## src/rtl/fp_addsub_pipe_if.sv

```systemverilog
// Operand/result bundle for fp_addsub_pipe.
// master drives operand beats and receives results; slave is the adder.
interface fp_addsub_pipe_if #(
  parameter int EXP_W  = 8,
  parameter int MANT_W = 23
);
  localparam int W = 1 + EXP_W + MANT_W;

  logic         i_VALID;
  logic         i_SUB;
  logic [W-1:0] i_A;
  logic [W-1:0] i_B;
  logic         o_VALID;
  logic [W-1:0] o_RES;
  logic         o_OVF;
  logic         o_INEXACT;

  modport master (
    output i_VALID, i_SUB, i_A, i_B,
    input  o_VALID, o_RES, o_OVF, o_INEXACT
  );

  modport slave (
    input  i_VALID, i_SUB, i_A, i_B,
    output o_VALID, o_RES, o_OVF, o_INEXACT
  );
endinterface

```

## src/rtl/fp_addsub_pipe.sv

```systemverilog
// Four-stage pipelined floating-point adder/subtractor.
// Stages: unpack/classify/swap, align with guard/round/sticky, add/sub,
// normalise/round/pack. Subnormal inputs are flushed to zero.
// Optional feature: define FP_ADDSUB_RNE_EN for round-to-nearest-even;
// without it the result is truncated (round toward zero).
module fp_addsub_pipe #(
  parameter int EXP_W  = 8,
  parameter int MANT_W = 23
) (
  input logic             i_CLK,
  input logic             i_RST_N,
  fp_addsub_pipe_if.slave bus
);
  localparam int W       = 1 + EXP_W + MANT_W;
  localparam int SW      = MANT_W + 4;          // hidden + fraction + G/R/S
  localparam int EXP_INF = (1 << EXP_W) - 1;
  localparam logic [EXP_W-1:0] EXP_MAX = '1;
  localparam logic [W-1:0] QNAN = {1'b0, {EXP_W{1'b1}}, 1'b1, {(MANT_W-1){1'b0}}};

  typedef struct packed {
    logic              sign;
    logic [EXP_W-1:0]  exp;
    logic [MANT_W-1:0] frac;
  } fp_t;

  // ---------------- stage 1: unpack, classify, swap ----------------
  fp_t              a_w, b_w, x_w, y_w;
  logic             a_zero, b_zero, a_inf, b_inf, a_nan, b_nan, swap;
  logic             special_d;
  logic [W-1:0]     spec_res_d;
  logic [EXP_W-1:0] d_d;

  // Classify operands, order them by magnitude and resolve special cases.
  // NOTE: every variable gets a default at the top of a combinational block so no path can infer a latch.
  always_comb begin
    a_w        = fp_t'(bus.i_A);
    b_w        = fp_t'(bus.i_B);
    b_w.sign   = bus.i_B[W-1] ^ bus.i_SUB;
    a_zero     = (a_w.exp == '0);
    b_zero     = (b_w.exp == '0);
    a_inf      = (a_w.exp == EXP_MAX) && (a_w.frac == '0);
    b_inf      = (b_w.exp == EXP_MAX) && (b_w.frac == '0);
    a_nan      = (a_w.exp == EXP_MAX) && (a_w.frac != '0);
    b_nan      = (b_w.exp == EXP_MAX) && (b_w.frac != '0);
    if (a_zero) a_w.frac = '0;
    if (b_zero) b_w.frac = '0;
    swap       = {b_w.exp, b_w.frac} > {a_w.exp, a_w.frac};
    x_w        = swap ? b_w : a_w;
    y_w        = swap ? a_w : b_w;
    d_d        = x_w.exp - y_w.exp;
    special_d  = 1'b1;
    spec_res_d = '0;
    if (a_nan || b_nan || (a_inf && b_inf && (a_w.sign != b_w.sign)))
      spec_res_d = QNAN;
    else if (a_inf)
      spec_res_d = {a_w.sign, EXP_MAX, {MANT_W{1'b0}}};
    else if (b_inf)
      spec_res_d = {b_w.sign, EXP_MAX, {MANT_W{1'b0}}};
    else if (a_zero && b_zero)
      spec_res_d = {a_w.sign & b_w.sign, {(W-1){1'b0}}};  // only (-0)+(-0) is negative
    else
      special_d  = 1'b0;
  end

  logic             s1_special_q, s1_sign_q, s1_sub_q;
  logic [W-1:0]     s1_spec_q;
  logic [EXP_W-1:0] s1_exp_q, s1_d_q;
  logic [MANT_W:0]  s1_mx_q, s1_my_q;

  // ---------------- stage 2: align smaller significand ----------------
  logic [SW-1:0] y_ext, lost_mask, y_sh_d;

  // Shift Y right by d, folding every shifted-out bit into the sticky LSB.
  always_comb begin
    y_ext     = {s1_my_q, 3'b000};
    lost_mask = '0;
    if (int'(s1_d_q) >= MANT_W + 3) begin
      y_sh_d = {{(SW-1){1'b0}}, |s1_my_q};
    end else begin
      lost_mask = ~({SW{1'b1}} << s1_d_q);
      y_sh_d    = (y_ext >> s1_d_q) | {{(SW-1){1'b0}}, |(y_ext & lost_mask)};
    end
  end

  logic             s2_special_q, s2_sign_q, s2_sub_q;
  logic [W-1:0]     s2_spec_q;
  logic [EXP_W-1:0] s2_exp_q;
  logic [SW-1:0]    s2_mx_q, s2_my_q;

  // ---------------- stage 3: add / subtract ----------------
  logic [SW:0] sum_d;

  // X has the larger magnitude, so the difference never goes negative.
  always_comb begin
    if (s2_sub_q) sum_d = {1'b0, s2_mx_q} - {1'b0, s2_my_q};
    else          sum_d = {1'b0, s2_mx_q} + {1'b0, s2_my_q};
  end

  logic             s3_special_q, s3_sign_q;
  logic [W-1:0]     s3_spec_q;
  logic [EXP_W-1:0] s3_exp_q;
  logic [SW:0]      s3_sum_q;

  // ---------------- stage 4: normalise, round, pack ----------------
  logic [SW-1:0]   norm;
  logic [MANT_W+1:0] mant_r;
  logic            g, r, s, inc, ovf_d, inexact_d;
  logic [W-1:0]    res_d;
  int              msb, exp_i;

  // Normalise to 1.f, round on G/R/S and pack, catching overflow/underflow.
  always_comb begin
    norm      = '0;
    mant_r    = '0;
    msb       = 0;
    exp_i     = 0;
    {g, r, s} = 3'b000;
    inc       = 1'b0;
    ovf_d     = 1'b0;
    inexact_d = 1'b0;
    res_d     = '0;
    if (s3_special_q) begin
      res_d = s3_spec_q;
    end else if (s3_sum_q != '0) begin       // exact cancellation keeps +0
      if (s3_sum_q[SW]) begin
        norm  = {s3_sum_q[SW:2], s3_sum_q[1] | s3_sum_q[0]};
        exp_i = int'(s3_exp_q) + 1;
      end else begin
        for (int i = 0; i < SW; i++)
          if (s3_sum_q[i]) msb = i;
        norm  = s3_sum_q[SW-1:0] << (SW - 1 - msb);
        exp_i = int'(s3_exp_q) - (SW - 1 - msb);
      end
      {g, r, s} = norm[2:0];
      inexact_d = g | r | s;
`ifdef FP_ADDSUB_RNE_EN
      inc = g & (r | s | norm[3]);
`else
      inc = 1'b0;
`endif
      mant_r = {1'b0, norm[SW-1:3]} + {{(MANT_W+1){1'b0}}, inc};
      if (mant_r[MANT_W+1]) exp_i = exp_i + 1;  // fraction wraps to zero
      if (exp_i <= 0) begin
        res_d     = {s3_sign_q, {(W-1){1'b0}}};
        inexact_d = 1'b1;
      end else if (exp_i >= EXP_INF) begin
        res_d     = {s3_sign_q, EXP_MAX, {MANT_W{1'b0}}};
        ovf_d     = 1'b1;
        inexact_d = 1'b1;
      end else begin
        res_d = {s3_sign_q, exp_i[EXP_W-1:0], mant_r[MANT_W-1:0]};
      end
    end
  end

  // Datapath stage registers; contents only matter when the matching valid bit is set.
  // NOTE: datapath registers carry no reset; only the valid bits and outputs need a defined value.
  always_ff @(posedge i_CLK) begin
    s1_special_q <= special_d;
    s1_spec_q    <= spec_res_d;
    s1_sign_q    <= x_w.sign;
    s1_sub_q     <= x_w.sign ^ y_w.sign;
    s1_exp_q     <= x_w.exp;
    s1_d_q       <= d_d;
    s1_mx_q      <= {x_w.exp != '0, x_w.frac};
    s1_my_q      <= {y_w.exp != '0, y_w.frac};
    s2_special_q <= s1_special_q;
    s2_spec_q    <= s1_spec_q;
    s2_sign_q    <= s1_sign_q;
    s2_sub_q     <= s1_sub_q;
    s2_exp_q     <= s1_exp_q;
    s2_mx_q      <= {s1_mx_q, 3'b000};
    s2_my_q      <= y_sh_d;
    s3_special_q <= s2_special_q;
    s3_spec_q    <= s2_spec_q;
    s3_sign_q    <= s2_sign_q;
    s3_exp_q     <= s2_exp_q;
    s3_sum_q     <= sum_d;
  end

  logic [2:0]   v_q;
  logic         o_valid_q, o_ovf_q, o_inexact_q;
  logic [W-1:0] o_res_q;

  // Valid shift chain and output registers; results hold between valid beats.
  // NOTE: sequential state uses non-blocking assignments so every register samples pre-edge values.
  always_ff @(posedge i_CLK or negedge i_RST_N) begin
    if (!i_RST_N) begin
      v_q         <= '0;
      o_valid_q   <= 1'b0;
      o_res_q     <= '0;
      o_ovf_q     <= 1'b0;
      o_inexact_q <= 1'b0;
    end else begin
      v_q       <= {v_q[1:0], bus.i_VALID};
      o_valid_q <= v_q[2];
      if (v_q[2]) begin
        o_res_q     <= res_d;
        o_ovf_q     <= ovf_d;
        o_inexact_q <= inexact_d;
      end
    end
  end

  assign bus.o_VALID   = o_valid_q;
  assign bus.o_RES     = o_res_q;
  assign bus.o_OVF     = o_ovf_q;
  assign bus.o_INEXACT = o_inexact_q;
endmodule
```

## src/flat_wrapper.sv

```systemverilog
// flat-port wrapper written by rule: the top's interface ports become plain ports
module fp_addsub_pipe_flat 
#(
  parameter int EXP_W  = 8,
  parameter int MANT_W = 23
)
  (i_CLK, i_RST_N, bus_i_VALID, bus_i_SUB, bus_i_A, bus_i_B, bus_o_VALID, bus_o_RES, bus_o_OVF, bus_o_INEXACT);
  fp_addsub_pipe_if #(.EXP_W(EXP_W), .MANT_W(MANT_W)) bus_i ();
  input logic i_CLK;
  input logic i_RST_N;
  input wire logic [$bits(bus_i.i_VALID)-1:0] bus_i_VALID;
  input wire logic [$bits(bus_i.i_SUB)-1:0] bus_i_SUB;
  input wire logic [$bits(bus_i.i_A)-1:0] bus_i_A;
  input wire logic [$bits(bus_i.i_B)-1:0] bus_i_B;
  output wire logic [$bits(bus_i.o_VALID)-1:0] bus_o_VALID;
  output wire logic [$bits(bus_i.o_RES)-1:0] bus_o_RES;
  output wire logic [$bits(bus_i.o_OVF)-1:0] bus_o_OVF;
  output wire logic [$bits(bus_i.o_INEXACT)-1:0] bus_o_INEXACT;
  assign bus_i.i_VALID = bus_i_VALID;
  assign bus_i.i_SUB = bus_i_SUB;
  assign bus_i.i_A = bus_i_A;
  assign bus_i.i_B = bus_i_B;
  assign bus_o_VALID = bus_i.o_VALID;
  assign bus_o_RES = bus_i.o_RES;
  assign bus_o_OVF = bus_i.o_OVF;
  assign bus_o_INEXACT = bus_i.o_INEXACT;
  fp_addsub_pipe #(.EXP_W(EXP_W), .MANT_W(MANT_W)) u_core (.i_CLK(i_CLK), .i_RST_N(i_RST_N), .bus(bus_i));
endmodule
```

## config.mk

```make
export PLATFORM = sky130hd
export DESIGN_NAME = fp_addsub_pipe_flat
export DESIGN_NICKNAME = d
export VERILOG_FILES = /design/src/rtl/fp_addsub_pipe_if.sv /design/src/rtl/fp_addsub_pipe.sv /design/src/flat_wrapper.sv
export SDC_FILE = /design/constraint.sdc
export NUM_CORES = 1
export LEC_CHECK = 0
export BUFFER_PORTS_ARGS = -buffer_cell sky130_fd_sc_hd__buf_2
export CAP_MARGIN = 10
export CORE_ASPECT_RATIO = 1.5
export CORE_MARGIN = 1.5
export CORE_UTILIZATION = 50
export CTS_CLUSTER_DIAMETER = 40
export DETAILED_ROUTE_END_ITERATION = 12
export PLACE_DENSITY = 0.72
export RECOVER_POWER = 100
export SYNTH_ARGS = -nofsm -noshare
export SYNTH_HDL_FRONTEND = slang
export SYNTH_SLANG_ARGS = --single-unit
```

## constraint.sdc

```tcl
create_clock -name i_CLK -period 15.1 [get_ports i_CLK]
set_clock_uncertainty 0.15 [all_clocks]
set_input_delay 1.51 -clock i_CLK [delete_from_list [all_inputs] [get_ports i_CLK]]
set_output_delay 1.51 -clock i_CLK [all_outputs]
set_load 0.005 [all_outputs]
```

==> impl_metrics.toml <==
[logic_synthesis]
synth_flop_cell = "dfxtp_1"
synth_seq_area_share = 0.3169
synthTopCellsByArea = "dfxtp_1 (25%), ha_1 (8.2%), dfrtp_1 (6.7%), o21ai_0 (4.8%), nand2_1 (4.7%)"
synth_edf_count = 0
synthCells = 1711
ys_types = 92
ys_seq_elements = 214
async_reset_ff_frac = 0.1776
synth_largest_area_cell = "dfxtp_1"
netlist_area_sq_um = 14120
synth_top_area_share = 0.2496
yosysWarningCount = 0
avgSynthCellArea_sq_um = 8.251

[clocking]
cts_sinks = 214
h-tree-depth = 1
clockBufferDepth = 3
postCtsSetupBuffers = 0
post_cts_resize_count = 0
numCtsBuffers = 27
worstSkewPairLatency_ps = 550
cts_tree = "done"
cts_hold_buf = 0
clkTransAtPathRegs_ps = 60
clock_tree.root_cell = "clkbuf_16"

[pwr]
ir_drop_mv = 0.08953
leakage_nw = 6.638
powerDensity_nw_per_um2 = 168.8

[drt]
drt-initial-drc-count = 944
vias_per_cell = 6.084
drt_wl_total_microns = 40510
drtPass1Iterations = 6
drc = 0
vias = 12970
postRouteAntennaNets = 0
wl_per_cell_microns = 19.01

[floorplanning]
start_util = 0.5065
design.die.area_sq_um = 29270
ios = 103
coreArea_sq_um = 27870
dieHeight_microns = 208.8
rows = 75
die_x_microns = 140.2

[sta]
tns_ps = 0
rsz0062_at_grt = "no"
setup_violations = 0
tightest_slew_ps = 2989
fmax_mhz = 96.38
drv_slew = 286
maxSlewHeadroom = -0.9927
fin_crit_sh = 0.6871
hold_slack_ps = 176.6
min_period_ps = 10380
hold_viol_final = 0

[layout]
final_common_cell = "nand2_1"
most-common-layout-cells = "nand2_1 (176), dfxtp_1 (174), nor2_1 (145)"
antenna_cells = 0
drive_above_1_share = 0.1171
nNetsFinal = 1926
final_area_sq_um = 15670
area_growth_pct = 10.99

[run]
drv_cap = 6

[setup_path]
arrival_ps = 10420
cp_slowest_cell = "clkbuf_1"
crit_path_start_kind = "input pin"
end_kind = "flip-flop"
required_ps = 15140
critPathKind = "in -> reg"
crit_chain = "clkbuf_1, nor4_1, nand2_1, clkbuf_1, nand2_1, ha_1, a21o_1, a21o_1, a221o_1, a221oi_1, a21boi_0, o21ai_0, clkbuf_1, o21ai_0"
cp_slowest_stage_delay_ps = 2230
crit_top_cell = "clkbuf_1"
crit_path_max_fanout = 92

[global_routing]
grt_antenna_before_repair = 0
track_usage = 0.2759
grt_pass1_vias = 12920
grt_max_degree = 93
gr-total-overflow = 0
grt_pass1_wl_microns = 65060

[place]
dp_hpwl_microns = 32060
port_buffers = 102
post_dp_cell_area_sq_um = 14830
place_congestion = 1.014

[hold_path]
hp-class = "reg -> reg"

[status]
status = "complete, but fails checks"
violations = "capacitance limit, slew limit"
-- critical path, delay by kind of cell --
kind | cells | cell delay [ps]
fa+ha+maj | 1 | 370
simple gates | 3 | 370
buf+inv | 3 | 3840
compound gates | 7 | 4260
-- state kept, by name, indices dropped and copies added (netlist names), 8 cells and up --
register,flops
u_core.bus.o_RES,32
u_core.s2_mx_q,24
u_core.s1_my_q,24
u_core.s2_my_q,27
u_core.s1_d_q,8
u_core.s3_sum_q,28
u_core.s3_exp_q,8
u_core.s1_mx_q,24
u_core.s2_exp_q,8
u_core.s1_exp_q,8
-- per-stage QoR --
step                cells  setup slack (ps)    util  power, mW
floorplan            1712              9166       -      1.634
global placement     2081              8000  0.5322      1.979
detailed placement   2081              7805  0.5322      1.981
finish               2131              4724  0.5622      2.645
global route         2131              3733  0.5622      2.801
CTS                  2131              7750  0.5671      2.660
-- cells in the mapped netlist (9+ instances only) --
cell,count
a211oi_1,25
a21o_1,18
a21oi_1,119
a22oi_1,15
a31oi_1,13
and2_1,10
and3_1,9
buf_1,11
clkbuf_1,80
dfrtp_1,38
dfxtp_1,176
ha_1,92
inv_1,112
mux2_2,9
mux2i_1,38
mux4_2,28
nand2_1,176
nand2b_1,18
nand3_1,55
nand4_1,17
nor2_1,146
nor2b_1,24
nor3_1,47
nor4_1,28
o21a_1,9
o21ai_0,136
o21bai_1,12
o22ai_1,11
o2bb2ai_2,10
o31ai_1,11
or3_1,20
xnor2_1,26
xor2_1,10
-- metal layers --
metal | track usage | wire length, microns
met1 | 0.2783 | 14740
met2 | 0.5242 | 21070
met3 | 0.02956 | 1719
met4 | 0.1909 | 2982
met5 | 0 | 0
-- power by group --
group / leakage [nW] / internal (mW) / switching (mW) / total (mW)
Clock: 0.476 / 0.405 / 0.265 / 0.670
Combinational: 4.20 / 0.460 / 0.701 / 1.16
Sequential: 1.96 / 0.684 / 0.131 / 0.814
Total: 6.64 / 1.55 / 1.10 / 2.65
-- cell families (layout without fill, tap and decap cells) --
family,Yosys count,after routing,share of synthesized area
XOR/XNOR,36,36,0.02233
adder cells (fa/ha/maj),94,94,0.08437
AND/OR/NAND/NOR,583,583,0.1994
other,1,2,0.0002656
flip-flops,214,214,0.3169
multiplexers,75,75,0.07879
buffers and inverters,211,284,0.05752
AO/OA/AOI/OAI,497,497,0.2404
-- cell type report --
type / count / area (sq um)
Fill cell: 2556 / 12200
Multi-Input combinational cell: 1287 / 8753
Sequential cell: 214 / 4477
Clock buffer: 33 / 759.5
Timing Repair Buffer: 120 / 604.3
Tap cell: 346 / 432.9
Inverter: 114 / 427.9
Clock inverter: 17 / 214.0
-- final timing paths --
| path | slack, ps | endpoint | depth (start not counted) | startpoint |
|---|---|---|---|---|
| worst max-delay path | 4720 | u_core.s1_mx_q[3]$_DFF_P_ | 14 | bus_i_A[23] |
| worst min-delay path | 180 | u_core.s3_special_q$_DFF_P_ | 0 | u_core.s2_special_q$_DFF_P_ |
| worst max register to register | 6700 | u_core.bus.o_RES[20]$_DFFE_PN0P_ | 19 | u_core.s3_sum_q[18]$_DFF_P_ |
| max in group asynchronous | 12380 | u_core.bus.o_RES[18]$_DFFE_PN0P_ | 1 | i_RST_N |
| min in group asynchronous | 1330 | u_core.bus.o_RES[10]$_DFFE_PN0P_ | 1 | i_RST_N |
| worst min register to register | 180 | u_core.s3_special_q$_DFF_P_ | 0 | u_core.s2_special_q$_DFF_P_ |
No activity file was read; power rests on OpenSTA's default activity.
